<file path="src/rtl/dmem_arbiter.sv">
// Two-port (pipeline / debug) arbiter in front of a byte-wide data RAM; each grant moves one 64-bit word as 8 byte beats.
// Define DMEM_ROUND_ROBIN_EN for round-robin tie-breaking; otherwise the pipeline port has fixed priority.
module dmem_arbiter #(
  parameter int unsigned MAX_SIZE = 1024
) (
  input  logic        clk_i,
  input  logic        rst_n_i,
  input  logic        p_req_i,
  input  logic        p_we_i,
  input  logic [63:0] p_addr_i,
  input  logic [63:0] p_wdata_i,
  output logic        p_ack_o,
  output logic [63:0] p_rdata_o,
  output logic        p_err_o,
  input  logic        d_req_i,
  input  logic        d_we_i,
  input  logic [63:0] d_addr_i,
  input  logic [63:0] d_wdata_i,
  output logic        d_ack_o,
  output logic [63:0] d_rdata_o,
  output logic        d_err_o,
  output logic [63:0] ram_addr_o,
  output logic [7:0]  ram_wdata_o,
  output logic        ram_we_o,
  input  logic [7:0]  ram_rdata_i,
  output logic        busy_o
);

  typedef enum logic [1:0] {IDLE, XFER, DONE} state_e;
  typedef enum logic {OWN_P = 1'b0, OWN_D = 1'b1} owner_e;

  localparam logic [64:0] MAX_BYTES = 65'(MAX_SIZE);

  state_e      state_q, state_d;
  owner_e      owner_q;
  logic        we_q;
  logic [63:0] addr_q, wdata_q;
  logic [2:0]  beat_q;
  logic [63:0] rbuf_q, rbuf_next;
  logic        any_req, grant_d, in_range;
  logic [63:0] gnt_addr;
  logic [64:0] end_addr;

  assign any_req = p_req_i | d_req_i;

`ifdef DMEM_ROUND_ROBIN_EN
  logic prio_d_q;  // 1 when the debug port wins the next tie

  assign grant_d = d_req_i & (~p_req_i | prio_d_q);

  always_ff @(posedge clk_i or negedge rst_n_i) begin
    if (!rst_n_i)                       prio_d_q <= 1'b0;
    else if (state_q == IDLE && any_req) prio_d_q <= ~grant_d;
  end
`else
  assign grant_d = d_req_i & ~p_req_i;
`endif

  assign gnt_addr = grant_d ? d_addr_i : p_addr_i;
  // Widened by one bit so addresses near 2^64 cannot wrap into range.
  assign end_addr = {1'b0, gnt_addr} + 65'd7;
  assign in_range = end_addr < MAX_BYTES;

  // NOTE: sequential state uses non-blocking assignments so every register samples pre-edge values.
  always_ff @(posedge clk_i or negedge rst_n_i) begin
    if (!rst_n_i) state_q <= IDLE;
    else          state_q <= state_d;
  end

  always_comb begin
    // NOTE: default first so no path through this block infers a latch.
    state_d = state_q;
    unique case (state_q)
      IDLE:    if (any_req) state_d = in_range ? XFER : DONE;
      XFER:    if (beat_q == 3'd7) state_d = DONE;
      DONE:    state_d = IDLE;
      default: state_d = IDLE;
    endcase
  end

  always_comb begin
    busy_o      = (state_q != IDLE);
    p_ack_o     = (state_q == DONE) && (owner_q == OWN_P);
    d_ack_o     = (state_q == DONE) && (owner_q == OWN_D);
    ram_we_o    = 1'b0;
    ram_addr_o  = '0;
    ram_wdata_o = '0;
    if (state_q == XFER) begin
      ram_we_o    = we_q;
      ram_addr_o  = addr_q + 64'(beat_q);
      ram_wdata_o = wdata_q[{beat_q, 3'b000} +: 8];
    end
  end

  // Read word including the byte arriving in the current beat.
  always_comb begin
    rbuf_next = rbuf_q;
    rbuf_next[{beat_q, 3'b000} +: 8] = ram_rdata_i;
  end

  always_ff @(posedge clk_i or negedge rst_n_i) begin
    if (!rst_n_i) begin
      owner_q <= OWN_P;
      we_q    <= 1'b0;
      addr_q  <= '0;
      wdata_q <= '0;
      beat_q  <= '0;
      rbuf_q  <= '0;
    end else if (state_q == IDLE && any_req) begin
      owner_q <= grant_d ? OWN_D : OWN_P;
      we_q    <= grant_d ? d_we_i : p_we_i;
      addr_q  <= gnt_addr;
      wdata_q <= grant_d ? d_wdata_i : p_wdata_i;
      beat_q  <= '0;
      rbuf_q  <= '0;
    end else if (state_q == XFER) begin
      beat_q <= beat_q + 3'd1;
      if (!we_q) rbuf_q <= rbuf_next;
    end
  end

  // Per-port results change only on that port's completion and are held otherwise.
  always_ff @(posedge clk_i or negedge rst_n_i) begin
    if (!rst_n_i) begin
      p_err_o   <= 1'b0;
      p_rdata_o <= '0;
      d_err_o   <= 1'b0;
      d_rdata_o <= '0;
    end else if (state_q == IDLE && any_req && !in_range) begin
      if (grant_d) begin
        d_err_o   <= 1'b1;
        d_rdata_o <= '0;
      end else begin
        p_err_o   <= 1'b1;
        p_rdata_o <= '0;
      end
    end else if (state_q == XFER && beat_q == 3'd7) begin
      if (owner_q == OWN_D) begin
        d_err_o   <= 1'b0;
        d_rdata_o <= we_q ? 64'd0 : rbuf_next;
      end else begin
        p_err_o   <= 1'b0;
        p_rdata_o <= we_q ? 64'd0 : rbuf_next;
      end
    end
  end

endmodule

</file>
<file path="config.mk">
export PLATFORM = sky130hd
export DESIGN_NAME = dmem_arbiter
export DESIGN_NICKNAME = d
export VERILOG_FILES = /design/src/rtl/dmem_arbiter.sv
export SDC_FILE = /design/constraint.sdc
export NUM_CORES = 1
export LEC_CHECK = 0
export CORE_ASPECT_RATIO = 1.75
export CORE_MARGIN = 3
export CORE_UTILIZATION = 35
export CTS_BUF_LIST = sky130_fd_sc_hd__clkbuf_4
export DETAILED_ROUTE_END_ITERATION = 6
export HOLD_SLACK_MARGIN = 0.15
export PLACE_DENSITY = 0.61
export SLEW_MARGIN = 10
export SYNTH_ARGS = -nofsm -noshare
export SYNTH_HDL_FRONTEND = slang
export SYNTH_SLANG_ARGS = --single-unit
export TNS_END_PERCENT = 30
</file>
<file path="constraint.sdc">
create_clock -name clk_i -period 3.8 [get_ports clk_i]
set_input_delay 1.14 -clock clk_i [delete_from_list [all_inputs] [get_ports clk_i]]
set_output_delay 1.14 -clock clk_i [all_outputs]
set_load 0.005 [all_outputs]
</file>
==> results of run 1 <==
area by class of cell:
cell class | count | area share
Inverter | 13 | 0.00174
Antenna cell | 12 | 0.000996
Sequential cell | 329 | 0.273
Multi-Input combinational cell | 1661 | 0.367
Timing Repair Buffer | 941 | 0.295
Clock buffer | 115 | 0.0286
Tap cell | 678 | 0.0281
Clock inverter | 30 | 0.00556
per-stage QoR:
step / cells / setup TNS (ns)
CTS: 3740 / -101.05
global route: 3777 / -118.40
detailed placement: 3540 / -249.20
finish: 3779 / -101.48
global placement: 3540 / -249.66
floorplan: 2153 / -110.94
routing by layer:
metal | routed length, um | global-route usage
met1 | 28200 | 0.282
met2 | 46800 | 0.559
met3 | 4260 | 0.0430
met4 | 6680 | 0.194
met5 | 0 | 0
path summary, 6_finish.rpt:
| check | from | to | slack [ns] | cells past startpoint |
|---|---|---|---|---|
| max in group asynchronous | rst_n_i | d_rdata_o[3] | 2.54 | 2 |
| setup / recovery | beat_q[2] | ram_addr_o[62] | -0.87 | 14 |
| hold / removal | rst_n_i | p_rdata_o[60] | 0.28 | 1 |
| setup reg to reg | beat_q[2] | rbuf_q[6] | 0.70 | 7 |
| hold reg to reg | rbuf_q[4] | rbuf_q[4] | 0.48 | 2 |
| min in group clk_i | rbuf_q[4] | rbuf_q[4] | 0.48 | 2 |
repair_timing:
item / in CTS / in global routing
resized for setup: 404 / 113
cloned: 10 / 5
pin swaps: 90 / 37
endpoints found under the setup margin: 203 / 203
setup buffers: 52 / 28
logic make-up after synthesis:
family,count (synthesis),share of synthesized area
simple gates,947,0.226
compound gates,506,0.178
flops,329,0.439
buf+inv,163,0.0367
mux,129,0.0805
xor+xnor,68,0.0318
fa+ha+maj,11,0.00774
registers in the layout (all words and copies together) (netlist names), 2 cells and up:
signal	flops
addr_q	64
d_rdata_o	64
p_rdata_o	64
rbuf_q	64
wdata_q	64
beat_q	3
state_q	2
report_power, final:
group / total, mW / leakage, nW / switching, mW / internal [mW]
logic: 2.39 / 8.43 / 1.21 / 1.19
clock network: 3.06 / 0.613 / 1.58 / 1.48
registers: 4.01 / 4.27 / 0.230 / 3.78
total: 9.47 / 13.3 / 3.02 / 6.45
layout by cell type (no fill, tap or decap), types with 8 or more instances in the layout:
cell type / n
xnor2_1: 17
o41ai_4: 10
a31oi_1: 92
o2bb2ai_2: 16
nand2_1: 440
and4_1: 8
clkdlybuf4s50_1: 410
nor3_1: 18
and3_1: 33
o21ai_0: 136
nand3_1: 95
o41ai_2: 14
buf_4: 379
nor2_1: 195
buf_6: 43
clkbuf_4: 115
diode_2: 12
o211ai_1: 9
buf_2: 44
o41ai_1: 42
mux2_2: 12
a21oi_1: 69
clkinv_1: 18
mux2i_1: 84
dfrtp_1: 326
nand4_1: 22
nand3_2: 14
xor2_1: 42
o2bb2ai_1: 48
buf_12: 30
or3_4: 10
mux2i_2: 9
mux4_2: 16
a21oi_2: 11
inv_1: 12
nand2_2: 8
buf_16: 10
==> flow_summary_export.csv, run 1 <==
group,metric,value,unit
pwr,cellLeakagePower,13.3,nW
detailed_routing,drc,0,
yosys,yosysMostFrequentCell,"nand2_1",
floorplan,die_h,312,um
global_route,grt_max_degree,103,
layout,final_area,0.0302,sq mm
timing,setup_viol,199,
yosys,synth_area,0.0187,sq mm
timing,tightestPinTransition,1.16,ns
layout,fill_cells,4743,
placed_design,portBuffers,475,
timing,fmaxAchievable,0.214,GHz
timing,min_period,4.67,ns
clock_network,htreeDepth,3,
min_path,hold_class,"in2async",
clock_network,cts_hold_buf,0,
yosys,ys_seq_area_frac,0.439,
critical_path,worstPathArrival,3.53,ns
clock_network,insertion_delay,0.84,ns
yosys,synthArstFlopShare,1.00,
pwr,ir_worst_vdd,0.174,mV
critical_path,slowest_delay,0.42,ns
timing,finalWorstSetupSlack,-0.874,ns
floorplan,ios,476,
detailed_routing,via_count,20804,
placed_design,post_dp_cell_area,0.0270,sq mm
job,maxCapViolCount,0,
yosys,yosysWarnings,0,
clock_network,cts_tree,"built",
detailed_routing,wl,85.9,mm
layout,finish.utilization,0.573,
floorplan,num_rows,111,
detailed_routing,wl_per_cell,22.7,um
yosys,avgSynthCellArea,8.71,sq um
critical_path,path_cells,"ha_4 -> buf_6 -> a21o_1 -> nand2_2 -> nor4_4 -> buf_4 -> nor2b_4 -> nand2_4 -> nor2_4 -> and3_4 -> nand2_4 -> or3_4 -> a21oi_2 -> buf_2",
timing,final.period_utilization,1.23,
placed_design,place_ws,-1.87,ns
critical_path,critPathKind,"reg2out",
clock_network,cts.sinks,329,
placed_design,gp_congestion,0.933,
yosys,yosys-top-cells-count,"452 x nand2_1, 329 x dfrtp_1, 208 x nor2_1, 142 x o21ai_0, 113 x nand3_1",
layout,area_delta_synth_final,60.9,%
yosys,synth_top_area_cell,"dfrtp_1",
clock_network,clkTransAtPathRegs,0.08,ns
timing,relSlewSlack,0.223,
yosys,ys_top_cells_by_area,"dfrtp_1 44%, nand2_1 9.0%, mux2i_1 5.3%",
layout,multiInputGateArea,0.0111,sq mm
placed_design,hpwl,64.5,mm
yosys,synth-seq-cells,329,
critical_path,critPathCaptureType,"output port",
timing,skew,0.0755,ns
yosys,synth_edf_count,0,
clock_network,cts-root-buf,"clkbuf_4",
critical_path,crit_slowest_cell,"dfrtp_1",
detailed_routing,vias_per_cell,5.51,
critical_path,startpoint_type,"flip-flop",
layout,fin_nets,3309,
critical_path,path_max_fanout,5,
yosys,synthDistinctLibCells,66,
clock_network,clockBufferDepth,3,
pwr,finalPower,9.47,mW
floorplan,fp.dieW,181,um
critical_path,path_delay_family,"simple AND/OR/NAND/NOR gates",
global_route,antenna_found_initial,10,
layout,drive_gt1_frac,0.281,
floorplan,fp.coreArea,0.0526,sq mm
critical_path,crit_buf_inv,3,
pwr,power_density,314,mW/mm^2
critical_path,crit_required,2.66,ns
floorplan,dieArea,0.0565,sq mm
global_route,track_usage,0.291,
timing,holdWs,0.279,ns
yosys,synth_ff_type,"dfrtp_1",
timing,slew_violations,0,
floorplan,start_util,0.356,
outcome,status,"finished with violations",
timing,hold_viol,0,
timing,rsz0062_at_grt,"true",
layout,regArea,0.00824,sq mm
global_route,grt_pass1_wl,127,mm
yosys,yosysTopAreaCellShare,0.439,
detailed_routing,firstDrtPassIters,6,
global_route,first_global_vias,21661,
outcome,violations,"setup timing",
global_route,grt.overflow.total,0,
clock_network,cts_buffers,82,
yosys,synth_nets,2434,
detailed_routing,drt_iter0_drc,1262,
yosys,synthCells,2153,
critical_path,crit_top_cell,"nand2_4",
detailed_routing,ant_nets,0,
Note: power is estimated with default switching activity, not from simulation.
==> inputs of run 2 (changes only) <==
--- a/config.mk
+++ b/config.mk
@@ -6,10 +6,10 @@
 export NUM_CORES = 1
 export LEC_CHECK = 0
 export CORE_ASPECT_RATIO = 1.75
-export CORE_MARGIN = 3
 export CORE_UTILIZATION = 35
 export CTS_BUF_LIST = sky130_fd_sc_hd__clkbuf_4
 export DETAILED_ROUTE_END_ITERATION = 6
+export GPL_ROUTABILITY_DRIVEN = 1
 export HOLD_SLACK_MARGIN = 0.15
 export PLACE_DENSITY = 0.61
 export SLEW_MARGIN = 10
==> run 2 against run 1 <==
Compared with the run above:
- the run still ends with setup timing left
- hold slack improved by 0.023 ns
- clock skew down 0.023 ns
- clock power is 5% lower
- combinational power about the same
- worst setup slack gained 0.0039 ns
- sequential share of layout area increased by 0.40 points
- die area fell by 3.5%
==> flow_summary_export.csv, run 2 (synthesized netlist as in run 1, its figures left out) <==
group,metric,value,unit
critical_path,worstPathArrival,3.53,ns
timing,hold_viol,0,
global_route,track_usage,0.303,
pwr,cellLeakagePower,13.0,nW
detailed_routing,wl_per_cell,23.2,um
placed_design,gp_congestion,0.978,
critical_path,critPathKind,"reg2out",
timing,holdWs,0.302,ns
pwr,ir_worst_vdd,0.206,mV
timing,tightestPinTransition,1.23,ns
placed_design,hpwl,64.7,mm
clock_network,cts_hold_buf,0,
global_route,grt_max_degree,87,
placed_design,placed_cells,3534,
layout,final_cell_mix,"442 x nand2_1, 402 x clkdlybuf4s50_1, 379 x buf_4, 327 x dfrtp_1, 198 x nor2_1",
placed_design,place_ws,-2.04,ns
layout,mostFrequentLayoutCell,"nand2_1",
timing,skew,0.0528,ns
timing,rsz0062_at_grt,"true",
floorplan,dieArea,0.0545,sq mm
detailed_routing,vias_per_cell,5.51,
timing,final.period_utilization,1.23,
clock_network,insertion_delay,0.79,ns
layout,final_cells,3753,
clock_network,clockBufferDepth,3,
pwr,power_density,313,mW/mm^2
clock_network,cts_tree,"built",
pwr,finalPower,9.29,mW
job,maxCapViolCount,0,
layout,area_delta_synth_final,58.5,%
timing,slew_violations,0,
outcome,violations,"setup timing",
global_route,first_global_vias,21201,
min_path,hold_class,"in2async",
timing,min_period,4.67,ns
floorplan,num_rows,111,
critical_path,critPathCaptureType,"output port",
critical_path,crit_top_cell,"buf_4",
critical_path,startpoint_type,"flip-flop",
critical_path,path_cells,"ha_4 -> a21o_1 -> a21oi_2 -> nor2b_2 -> nand2_2 -> buf_6 -> buf_4 -> or3_1 -> a21oi_1 -> buf_4 -> clkdlybuf4s50_1",
detailed_routing,wl,86.9,mm
detailed_routing,ant_nets,0,
layout,fin_nets,3291,
layout,regArea,0.00824,sq mm
critical_path,path_delay_family,"buffers and inverters",
floorplan,ios,476,
floorplan,fp.dieW,177,um
floorplan,die_h,308,um
critical_path,slowest_delay,0.50,ns
global_route,grt.overflow.total,0,
outcome,status,"finished with violations",
detailed_routing,drt_iter0_drc,1280,
critical_path,crit_required,2.66,ns
layout,finish.utilization,0.565,
placed_design,portBuffers,475,
timing,fmaxAchievable,0.214,GHz
detailed_routing,firstDrtPassIters,5,
clock_network,clkTransAtPathRegs,0.08,ns
timing,setup_viol,198,
global_route,grt_pass1_wl,124,mm
floorplan,fp.coreArea,0.0526,sq mm
clock_network,cts_buffers,80,
clock_network,cts-root-buf,"clkbuf_4",
detailed_routing,via_count,20697,
timing,finalWorstSetupSlack,-0.870,ns
critical_path,crit_buf_inv,4,
layout,drive_gt1_frac,0.271,
global_route,antenna_found_initial,7,
layout,multiInputGateArea,0.0110,sq mm
critical_path,path_max_fanout,3,
critical_path,crit_slowest_cell,"clkdlybuf4s50_1",
clock_network,htreeDepth,3,
detailed_routing,drc,0,
timing,relSlewSlack,0.180,
layout,fill_cells,4821,
floorplan,start_util,0.356,
clock_network,cts.sinks,329,
-- run 2: cell types whose count changed in the layout (fill, tap and decap cells not counted), sizes merged, moves of 3 or more --
| cell | change |
|---|---|
| clkdlybuf4s15 | +7 |
| diode | -5 |
| clkinv | -3 |
| dlygate4sd2 | -3 |
| dlymetal6s2s | +8 |
| clkbuf | +5 |
| clkdlybuf4s50 | -8 |
| buf | -29 |
-- run 2: path summary, 6_finish.rpt --
kind / endpoint / cells past startpoint / slack (ns) / start
setup / recovery: ram_addr_o[35] / 11 / -0.87 / addr_q[1]
hold / removal: p_rdata_o[53] / 1 / 0.30 / rst_n_i
setup reg to reg: d_rdata_o[35] / 7 / 0.38 / beat_q[0]
hold reg to reg: rbuf_q[5] / 2 / 0.48 / rbuf_q[5]
max in group asynchronous: addr_q[61] / 2 / 2.58 / rst_n_i
min in group clk_i: rbuf_q[5] / 2 / 0.48 / rbuf_q[5]
-- run 2: where the power goes --
part,total (mW),switching (mW),internal [mW],leakage (nW)
sequential,4.01,0.227,3.78,4.27
combinational,2.37,1.21,1.16,8.14
clock,2.91,1.53,1.38,0.580
-- run 2: cell type report --
cell class | count | area share
timing repair buffer | 922 | 0.291
tap | 678 | 0.0285
antenna | 7 | 0.000589
clock inverter | 27 | 0.00413
multi-input combinational | 1664 | 0.369
inverter | 13 | 0.00164
sequential | 329 | 0.277
clock buffer | 113 | 0.0285
-- run 2: worst register-to-register path, cell delays in order, from the launching register on --
cell       delay [ns]
dfrtp_1          0.38
buf_4            0.44
inv_1            0.23
ha_1             0.26
ha_1             0.38
o2111ai_1        0.61
mux2i_1          0.78
o41ai_1          0.16
-- run 2: layer usage --
layer	share of wire	GRT usage	up-vias
met1	0.34	0.307	10037
met4	0.072	0.188	0
met2	0.54	0.575	857
li1	-	-	9531
met5	0	0	-
met3	0.047	0.0399	272
-- run 2: repair_timing --
action,in CTS,in global routing
setup buffers,28,30
setup endpoints to repair,202,203
cloned,5,18
gates resized for setup,285,192
pin swaps,43,35
-- run 2: through the flow --
step / instance area (sq um) / TNS [ns]
after floorplan: 18800 / -110.94
after global placement: 26800 / -266.37
after detailed placement: 26800 / -277.45
after CTS: 28400 / -90.99
after global routing: 29700 / -116.55
final: 29700 / -103.62
==> inputs of run 3 (changes only) <==
--- a/config.mk
+++ b/config.mk
@@ -8,10 +8,11 @@
 export CORE_ASPECT_RATIO = 1.75
 export CORE_UTILIZATION = 35
 export CTS_BUF_LIST = sky130_fd_sc_hd__clkbuf_4
+export CTS_CLUSTER_SIZE = 25
 export DETAILED_ROUTE_END_ITERATION = 6
 export GPL_ROUTABILITY_DRIVEN = 1
 export HOLD_SLACK_MARGIN = 0.15
-export PLACE_DENSITY = 0.61
+export PLACE_DENSITY = 0.58
 export SLEW_MARGIN = 10
 export SYNTH_ARGS = -nofsm -noshare
 export SYNTH_HDL_FRONTEND = slang
==> constraint.sdc (replaced) <==
create_clock -name clk_i -period 5.2 [get_ports clk_i]
set_input_delay 1.56 -clock clk_i [delete_from_list [all_inputs] [get_ports clk_i]]
set_output_delay 1.56 -clock clk_i [all_outputs]
set_load 0.005 [all_outputs]
==> run 3 against run 2 <==
Compared with the run above:
- the run now ends clean
- die area unchanged
- via count decreased by 3.4%
- critical path depth increased by 2
- cell count decreased by 3.8%
- count of clock-buffer cells in the layout decreased by 6
- utilization decreased by 3.8 points
- routed wire length decreased by 6.3%
- global-route usage decreased by 0.86 points
- register-to-register slack improved by 1.4 ns
- critical endpoint is now ram_addr_o[57]
- largest cell class unchanged
- highest routed layer unchanged
==> flow_summary_export.csv, run 3 (synthesized netlist as in run 1, its figures left out) <==
group,metric,value,unit
clock_network,insertion_delay,0.81,ns
timing,finalWorstSetupSlack,0.000835,ns
layout,final_cell_mix,"451 x clkdlybuf4s50_1, 446 x nand2_1, 323 x dfrtp_1, 288 x buf_4, 200 x nor2_1",
pwr,ir_worst_vdd,0.137,mV
clock_network,cts.sinks,329,
detailed_routing,wl_per_cell,22.6,um
global_route,track_usage,0.295,
timing,final.period_utilization,1.00,
detailed_routing,firstDrtPassIters,5,
pwr,power_density,234,mW/mm^2
floorplan,fp.dieW,177,um
critical_path,critPathKind,"reg2out",
layout,mostFrequentLayoutCell,"clkdlybuf4s50_1",
timing,hold_viol,0,
timing,fmaxAchievable,0.192,GHz
critical_path,crit_buf_inv,4,
detailed_routing,wl,81.5,mm
timing,slew_violations,0,
critical_path,path_cells,"and4_4 -> nor4bb_4 -> buf_4 -> nand3_4 -> nor2_4 -> nand2_2 -> nor2_4 -> nand4_1 -> buf_4 -> buf_6 -> or3_1 -> a21oi_2 -> clkdlybuf4s15_2",
critical_path,crit_required,3.64,ns
clock_network,cts_buffers,82,
global_route,grt.overflow.total,0,
clock_network,clockBufferDepth,3,
layout,finish.utilization,0.526,
timing,rsz0062_at_grt,"true",
timing,tightestPinTransition,0.937,ns
critical_path,critPathCaptureType,"output port",
global_route,grt_max_degree,103,
placed_design,place_ws,-0.783,ns
layout,fin_nets,3158,
job,maxCapViolCount,0,
outcome,status,"complete, no violations",
timing,skew,0.0509,ns
floorplan,num_rows,111,
floorplan,die_h,308,um
placed_design,gp_congestion,0.947,
clock_network,cts_tree,"built",
timing,holdWs,0.481,ns
detailed_routing,drt_iter0_drc,1332,
floorplan,fp.coreArea,0.0526,sq mm
timing,setup_viol,0,
critical_path,path_max_fanout,7,
pwr,finalPower,6.49,mW
critical_path,path_delay_family,"simple AND/OR/NAND/NOR gates",
global_route,grt_pass1_wl,121,mm
floorplan,start_util,0.356,
placed_design,hpwl,63.0,mm
detailed_routing,ant_nets,0,
pwr,cellLeakagePower,11.7,nW
layout,area_delta_synth_final,47.8,%
detailed_routing,drc,0,
placed_design,portBuffers,475,
clock_network,htreeDepth,3,
timing,min_period,5.20,ns
clock_network,clkTransAtPathRegs,0.06,ns
timing,relSlewSlack,0.375,
critical_path,worstPathArrival,3.64,ns
min_path,hold_class,"reg2reg",
global_route,antenna_found_initial,3,
layout,drive_gt1_frac,0.192,
global_route,first_global_vias,20417,
detailed_routing,via_count,19987,
floorplan,dieArea,0.0545,sq mm
clock_network,cts-root-buf,"clkbuf_4",
floorplan,ios,476,
critical_path,crit_slowest_cell,"dfrtp_1",
critical_path,reg2reg_slack,1.79,ns
clock_network,cts_hold_buf,0,
critical_path,slowest_delay,0.47,ns
timing,fin_tns_setup,0,ns
detailed_routing,vias_per_cell,5.54,
critical_path,startpoint_type,"flip-flop",
-- run 3: cell types whose count changed in the layout (fill, tap and decap cells not counted), sizes merged --
cell           delta
and2              -1
buf             -163
bufbuf            -1
clkbuf           -16
clkdlybuf4s15     -7
clkdlybuf4s50    +49
clkinv            +4
clkinvlp          +1
diode             -4
dlygate4sd2       +7
dlymetal6s2s      -7
inv               -2
nand2b            -2
-- run 3: where the power goes --
part	switching, mW	internal [mW]	leakage, nW
registers	0.198	2.77	4.27
clock network	1.14	0.965	0.551
logic	0.748	0.680	6.91
-- run 3: cell type report --
type                            instances  area [sq um]
Inverter                               13          48.8
Sequential cell                       329          8240
Clock buffer                          107           803
Multi-Input combinational cell       1661         10200
Antenna cell                            3          7.51
Tap cell                              678           848
Fill cell                            4992         24900
Clock inverter                         30           143
Timing Repair Buffer                  790          7390
-- run 3: metrics by stage --
stage | area (sq um) | instances
after floorplan | 18800 | 2153
after global placement | 26200 | 3442
after detailed placement | 26200 | 3442
after CTS | 27400 | 3597
after global routing | 27700 | 3611
final | 27700 | 3611
-- run 3: routing by layer --
layer	track usage	share of wire	up-vias
li1	-	-	9252
met1	0.314	0.36	9821
met2	0.554	0.54	722
met3	0.0464	0.047	192
met4	0.142	0.047	0
met5	0	0	-
-- run 3: worst reg2reg max path, delay by kind of cell (launching register included) --
kind,cells,cell delay (ns)
AO/OA/AOI/OAI,2,0.54
buffers and inverters,2,0.65
adder cells (fa/ha/maj),2,0.51
flip-flops,1,0.36
AND/OR/NAND/NOR,3,1.26
-- run 3: final timing paths --
path                                  from        endpoint  cells past startpoint
worst max-delay path            addr_q[31]  ram_addr_o[57]                     13
worst min-delay path            rbuf_q[11]      rbuf_q[11]                      2
worst max register to register   beat_q[0]   d_rdata_o[45]                      9
worst min register to register  rbuf_q[11]      rbuf_q[11]                      2
max in group asynchronous          rst_n_i      wdata_q[5]                      2
min in group asynchronous          rst_n_i     wdata_q[37]                      1
-- run 3: repair_timing --
item,CTS,global route
gates cloned,0,2
pin swaps,16,20
setup buffers,18,9
endpoints found under the hold margin,0,0
setup endpoints to repair,42,161
gates resized for setup,73,56
